<file path="src/rtl/button_press_handshake_pkg.sv">
// Shared level constants and counter-width helper for the button press path.
package button_press_handshake_pkg;

  localparam logic YES  = 1'b1;
  localparam logic NO   = 1'b0;
  localparam logic HIGH = 1'b1;
  localparam logic LOW  = 1'b0;

  // Width of a counter that must hold 0..n-1; never narrower than one bit.
  function automatic int cnt_width(input int n);
    return (n <= 2) ? 1 : $clog2(n);
  endfunction

endpackage

</file>
<file path="src/rtl/button_debouncer.sv">
// Two-flop synchroniser plus persistence-count debouncer producing a clean
// pressed level (1 = held) and a one-cycle flag on the edge it goes 0->1.
module button_debouncer
  import button_press_handshake_pkg::*;
#(
  parameter int ACTIVE_LOW      = 1,
  parameter int DEBOUNCE_CYCLES = 500000
) (
  input  logic clk,
  input  logic reset,
  input  logic button,
  output logic pressed,
  output logic rise,
  output logic released
);

  localparam int            CW   = cnt_width(DEBOUNCE_CYCLES);
  localparam logic [CW-1:0] TERM = CW'(DEBOUNCE_CYCLES - 1);

  logic          raw;
  logic          s1;
  logic          s2;
  logic [1:0]    fill;
  logic [CW-1:0] cnt;

  assign raw = button ^ (ACTIVE_LOW != 0);

  // rise is true on the edge where pressed is about to take the value 1.
  assign rise = (s2 != pressed) && (cnt == TERM) && (s2 == HIGH);

  // fill marks that s2 holds a real pin sample rather than its reset value,
  // so the parent can tell a genuinely released button after reset.
  assign released = fill[1] && (s2 == LOW);

  always_ff @(posedge clk) begin
    if (reset) begin
      s1      <= LOW;
      s2      <= LOW;
      fill    <= 2'b00;
      cnt     <= '0;
      pressed <= LOW;
    end else begin
      s1   <= raw;
      s2   <= s1;
      fill <= {fill[0], 1'b1};
      if (s2 == pressed) begin
        cnt <= '0;
      end else if (cnt == TERM) begin
        pressed <= s2;
        cnt     <= '0;
      end else begin
        cnt <= cnt + CW'(1);
      end
    end
  end

endmodule

</file>
<file path="src/rtl/button_press_handshake.sv">
// Turns a bouncing push-button into single press events on a one-deep
// valid/ready output, with optional auto-repeat while the button is held.
module button_press_handshake
  import button_press_handshake_pkg::*;
#(
  parameter int ACTIVE_LOW      = 1,
  parameter int DEBOUNCE_CYCLES = 500000,
  parameter int REPEAT_CYCLES   = 0
) (
  input  logic clk,
  input  logic reset,
  input  logic button,
  input  logic ready,
  output logic valid,
  output logic pressed
);

  logic rise;
  logic released;
  logic armed;
  logic rep_fire;
  logic event_now;
  logic xfer;

  button_debouncer #(
    .ACTIVE_LOW      (ACTIVE_LOW),
    .DEBOUNCE_CYCLES (DEBOUNCE_CYCLES)
  ) u_debouncer (
    .clk      (clk),
    .reset    (reset),
    .button   (button),
    .pressed  (pressed),
    .rise     (rise),
    .released (released)
  );

  generate
    if (REPEAT_CYCLES > 0) begin : g_repeat
      localparam int            RW    = cnt_width(REPEAT_CYCLES);
      localparam logic [RW-1:0] RTERM = RW'(REPEAT_CYCLES - 1);
      logic [RW-1:0] rep_cnt;

      always_ff @(posedge clk) begin
        if (reset) begin
          rep_cnt <= '0;
        end else if (rise || !pressed || (rep_cnt == RTERM)) begin
          rep_cnt <= '0;
        end else begin
          rep_cnt <= rep_cnt + RW'(1);
        end
      end

      assign rep_fire = pressed && (rep_cnt == RTERM);
    end else begin : g_no_repeat
      assign rep_fire = NO;
    end
  endgenerate

  // Events are suppressed until the synchronised pin has been seen released
  // after reset, so a button held through reset never fires on exit.
  assign event_now = armed && (rise || rep_fire);

  // Handshake: a transfer happens on every edge with valid && ready. valid
  // then clears unless a new event lands on that same edge; an event that
  // arrives while valid is already high without a transfer is coalesced.
  assign xfer = valid && ready;

  always_ff @(posedge clk) begin
    if (reset) begin
      valid <= NO;
      armed <= NO;
    end else begin
      if (released) armed <= YES;
      if (event_now) begin
        valid <= YES;
      end else if (xfer) begin
        valid <= NO;
      end
    end
  end

endmodule

</file>
<file path="config.mk">
export PLATFORM = sky130hd
export DESIGN_NAME = button_press_handshake
export DESIGN_NICKNAME = d
export VERILOG_FILES = /design/src/rtl/button_press_handshake_pkg.sv /design/src/rtl/button_debouncer.sv /design/src/rtl/button_press_handshake.sv
export SDC_FILE = /design/constraint.sdc
export NUM_CORES = 1
export LEC_CHECK = 0
export ABC_AREA = 1
export CAP_MARGIN = 30
export CORE_MARGIN = 1
export CORE_UTILIZATION = 45
export CTS_CLUSTER_SIZE = 24
export DETAILED_ROUTE_END_ITERATION = 12
export PLACE_DENSITY_LB_ADDON = 0.05
export SLEW_MARGIN = 20
export SYNTH_ARGS = -nofsm -noshare
export SYNTH_HDL_FRONTEND = slang
export SYNTH_SLANG_ARGS = --single-unit
</file>
<file path="constraint.sdc">
create_clock -name clk -period 3.9 [get_ports clk]
set_clock_uncertainty 0.1 [all_clocks]
set_input_delay 1.17 -clock clk [delete_from_list [all_inputs] [get_ports clk]]
set_output_delay 1.17 -clock clk [all_outputs]
set_load 0.02 [all_outputs]
</file>
== Word level (Yosys, flattened, before mapping) ==
Cells that the tools add are included.
Storage, ports and cells
  flip-flop bits (word level): 26
  logic and storage cells: 26
Operators by class
  bitwise gates (word level): 3
  reductions and logical operators: 8
  $add $sub $neg: 1
  equal/unequal tests: 3
  mux-type cells: 3
Operators by type and width (count)
  $add 19x1->19 const B: 1
  $eq 19x19->1 const B: 1
  $logic_and 1x1->1: 5
  $mux 1: 3
  $not 1->1: 3
  $reduce_or 3->1: 1
  $reduce_and 2->1: 1
  $reduce_bool 2->1: 1
  $eq 1x1->1: 1
  $ne 1x1->1: 1

== Longest topological paths before layout ==
  depth after elaboration: 5
  gate-level depth with buffers: 9
  mapped depth without buffers: 9

== Hierarchy ==
Synthesis repeated with hierarchy kept, for this count alone.
Second synthesis, totals
  cells, all modules: 176
  area total of the unflattened synthesis: 1249.9 um^2
By module, submodules not included
  button_debouncer: area each 1182.4 um^2, instances 1, seq. area each 480.5 um^2, cells an instance 168
  button_press_handshake: area each 67.6 um^2, instances 1, seq. area each 40.0 um^2, cells an instance 8

== Least setup slack after synthesis ==
Ideal clock, no wire load.
  path type: input port to flip-flop
  start: in reset
  end: reg u_debouncer.cnt[12]
  slack: 2.089 ns
  cell stages on the path: 4
  data arrival time: 1.647 ns
  cells stage by stage: nor2_1 > nand2_4 > buf_6 > nor2_1
On the way
  cells in the longest elaborated chain, start to end: 1
RTL lines
  start: declaration: line button_press_handshake.sv:11  | input logic reset,
  $reduce_or 3->1 (no source line)
  end signal: assignment: line button_debouncer.sv:52  | cnt <= cnt + CW'(1);
  end: declaration: line button_debouncer.sv:24  | logic [CW-1:0] cnt;
Every way passes these cells.
A chain may end at the register's enable or synchronous reset.

== Worst setup path after layout ==
  start: reg u_debouncer.pressed
  end: out pressed
RTL lines
  start: declaration: line button_debouncer.sv:12  | output logic pressed,
  start signal: assignment: line button_debouncer.sv:41  | pressed <= LOW;
  start signal: assignment: line button_debouncer.sv:49  | pressed <= s2;
  end: declaration: line button_press_handshake.sv:15  | output logic pressed
No word-level cell between the ends.

==> impl_metrics.sql <==
INSERT INTO impl_metrics (metric_group, metric, value, unit) VALUES
('power', 'clock_power_share', '0.327', ''),
('sta', 'drv_slew', '0', ''),
('setup_path', 'worst-setup-path-type', 'reg -> out', ''),
('synth', 'synth_cell_types', '19', ''),
('layout', 'nets', '188', ''),
('clock_network', 'clk_latency', '320', 'ps'),
('setup_path', 'worst_path_dominant_cell_family', 'buffers and inverters', ''),
('worst_hold_path', 'hold_class', 'reg -> reg', ''),
('synth', 'post_synth_adder_cell_area', '0.01031', ''),
('routing', 'drtAntennaViolNets', '0', ''),
('synth', 'synthSimpleGateAreaFrac', '0.3722', ''),
('global_routing', 'globalRouteOverflowTotal', '0', ''),
('global_routing', 'grt_start_max_net_pins', '19', ''),
('routing', 'wire_per_inst', '10.98', 'µm'),
('clock_network', 'htree_num_levels', '1', ''),
('setup_path', 'worst-r2r-setup-slack', '2080', 'ps'),
('power', 'report.power.total', '0.0004158', 'W'),
('setup_path', 'crit_path_top_delay_cell', 'sky130_fd_sc_hd__clkdlybuf4s50_1', ''),
('clock_network', 'count_of_cells_resized_by_post_cts_repair', '0', ''),
('synth', 'mappedNetlistNets', '179', ''),
('die', 'rows', '18', ''),
('setup_path', 'critical_path.max_fanout', '4', ''),
('power', 'power.internal', '0.0003306', 'W'),
('synth', 'yosys.area.top_type', 'sky130_fd_sc_hd__dfxtp_1', ''),
('placement', 'dp_slack', '1433', 'ps'),
('synth', 'netlist_top_cells_area', 'sky130_fd_sc_hd__dfxtp_1 (43%), sky130_fd_sc_hd__nand2_1 (13%), sky130_fd_sc_hd__nor2_1 (12%)', ''),
('global_routing', 'grt_pass1_vias', '968', ''),
('synth', 'ys_seq_elements', '26', ''),
('global_routing', 'global_route_wire_length_before_repair', '4.022', 'mm'),
('die', 'initial_utilization', '0.4812', ''),
('sta', 'maxClockFrequency', '380.7', 'MHz'),
('placement', 'hpwlAfterDp', '1.780', 'mm'),
('power', 'power_density', '313.5', 'mW/mm²'),
('power', 'power.static_leakage', '0.4422', 'nW'),
('setup_path', 'critPathBufInv', '1', ''),
('setup_path', 'slowest_delay', '620', 'ps'),
('clock_network', 'cts_setup_buffers', '0', ''),
('layout', 'final_layout_size_suffix_gt1_frac', '0.04945', ''),
('power', 'netSwitchingFraction', '0.2050', ''),
('synth', 'synth_mux_area_frac', '0', ''),
('synth', 'synthesis.instances', '174', ''),
('synth', 'synth_compound_area_frac', '0.04536', ''),
('sta', 'layout_setup_ws', '1274', 'ps'),
('sta', 'worstMarginPinSlew', '352.1', 'ps'),
('power', 'pwr-share-comb', '0.024', ''),
('die', 'top_level_ports', '6', ''),
('synth', 'avgSynthCellArea', '6.975', 'µm²'),
('synth', 'ys_warn_count', '0', ''),
('clock_network', 'cts.path.max_buffers', '2', ''),
('power', 'p_switching', '0.00008526', 'W'),
('setup_path', 'worst_ep_arrival_time', '1360', 'ps'),
('die', 'die_h', '53.93', 'µm'),
('sta', 'setup_total_negative_slack', '0', 'ps'),
('global_routing', 'global_route.usage.total', '0.1932', ''),
('layout', 'antennaDiodeCount', '0', ''),
('synth', 'synth_xor_area_frac', '0.07216', ''),
('layout', 'layout.cells.most_common_list', 'sky130_fd_sc_hd__nand2_1 (43), sky130_fd_sc_hd__nor2_1 (40), sky130_fd_sc_hd__dfxtp_1 (26)', ''),
('clock_network', 'cts.clk_slew.worst_paths', '140', 'ps'),
('sta', 'post-route-period-util', '0.6734', ''),
('synth', 'yosysSeqAreaShare', '0.4289', ''),
('synth', 'synth_largest_type_area_fraction', '0.4289', ''),
('routing', 'totalWireLength', '2.328', 'mm'),
('global_routing', 'antenna_found_initial', '0', ''),
('power', 'ir_drop', '0.2371', 'mV'),
('setup_path', 'worstSetupEndpointType', 'output pin', ''),
('layout', 'syn_to_final_growth', '9.278', '%'),
('setup_path', 'critPathRequiredTime', '2630', 'ps'),
('job', 'maxCapViolCount', '0', ''),
('run_status', 'status', 'completed', ''),
('power', 'sequentialPowerShare', '0.649', ''),
('layout', 'utilization', '0.5258', '');
## tightest hold or removal path: cells and delay by family (launching register included)
family | cells | cell delay, ps
buf+inv | 1 | 40
flops | 1 | 320
simple gates | 1 | 30
## sequential cells by signal, indices dropped and copies added, names as in the netlist
signal / count
armed: 1
u_debouncer.cnt: 19
u_debouncer.fill: 2
u_debouncer.pressed: 1
u_debouncer.s1: 1
u_debouncer.s2: 1
valid: 1
## power by group through the flow
| stage | combinational, W | clock [W] | sequential, W |
|---|---|---|---|
| finish | 0.0000101 | 0.000136 | 0.000270 |
| detailed placement | 0.0000101 | 0 | 0.000276 |
| global placement | 0.00000974 | 0 | 0.000276 |
| floorplan | 0.00000570 | 0 | 0.000276 |
| CTS | 0.0000102 | 0.000139 | 0.000270 |
| global route | 0.0000113 | 0.000147 | 0.000271 |
## cell usage after synthesis
cell / count
sky130_fd_sc_hd__or2_0: 1
sky130_fd_sc_hd__nand3_1: 12
sky130_fd_sc_hd__nor3_4: 1
sky130_fd_sc_hd__xor2_1: 5
sky130_fd_sc_hd__nor3_1: 1
sky130_fd_sc_hd__o21ai_0: 2
sky130_fd_sc_hd__nand2_1: 43
sky130_fd_sc_hd__buf_6: 1
sky130_fd_sc_hd__nand2_4: 1
sky130_fd_sc_hd__nand3_2: 1
sky130_fd_sc_hd__nor2_2: 1
sky130_fd_sc_hd__a21oi_1: 9
sky130_fd_sc_hd__nand2_2: 1
sky130_fd_sc_hd__xnor2_1: 5
sky130_fd_sc_hd__dfxtp_1: 26
sky130_fd_sc_hd__nand4_1: 3
sky130_fd_sc_hd__nor2_1: 40
sky130_fd_sc_hd__inv_1: 20
sky130_fd_sc_hd__ha_1: 1
## cells by family after synthesis
family,after synthesis
AOI/OAI and AO/OA,11
xor gates and xnor gates,10
adders and majority gates,1
buffers and inverters,21
DFF,26
and+or+nand+nor,105
## cell type report
type	count	area, µm²
sequential	26	520.5
timing repair buffer	5	50.05
tap	30	37.54
multi-input combinational	127	606.8
clock buffer	4	36.28
inverter	20	75.07
fill	263	1196
## path summary, 6_finish.rpt
check | start | to | cells past startpoint
worst max-delay path | u_debouncer.pressed$_SDFFE_PP0P_ | pressed | 1
worst min register to register | u_debouncer.fill[0]$_DFF_P_ | u_debouncer.fill[1]$_SDFF_PP0_ | 2
worst min-delay path | u_debouncer.fill[0]$_DFF_P_ | u_debouncer.fill[1]$_SDFF_PP0_ | 2
worst max register to register | u_debouncer.cnt[0]$_SDFF_PP0_ | u_debouncer.cnt[15]$_SDFF_PP0_ | 8
## metrics by stage
stage | hold slack (ps) | area [µm²] | std cells
after global placement | 291.9 | 1290 | 208
after floorplan | 288.3 | 1214 | 174
after detailed placement | 303.6 | 1290 | 208
final | 314.8 | 1326 | 212
after CTS | 322.0 | 1326 | 212
after global routing | 336.5 | 1326 | 212
## metal layers
layer  track usage  wire [µm]  vias up
li1              -          -      555
met1        0.2560       1192      463
met2        0.3004       1015       14
met3       0.02542         53        8
met4        0.1053         66        0
met5             0          0        -
Note: power is estimated with default switching activity, not from simulation.
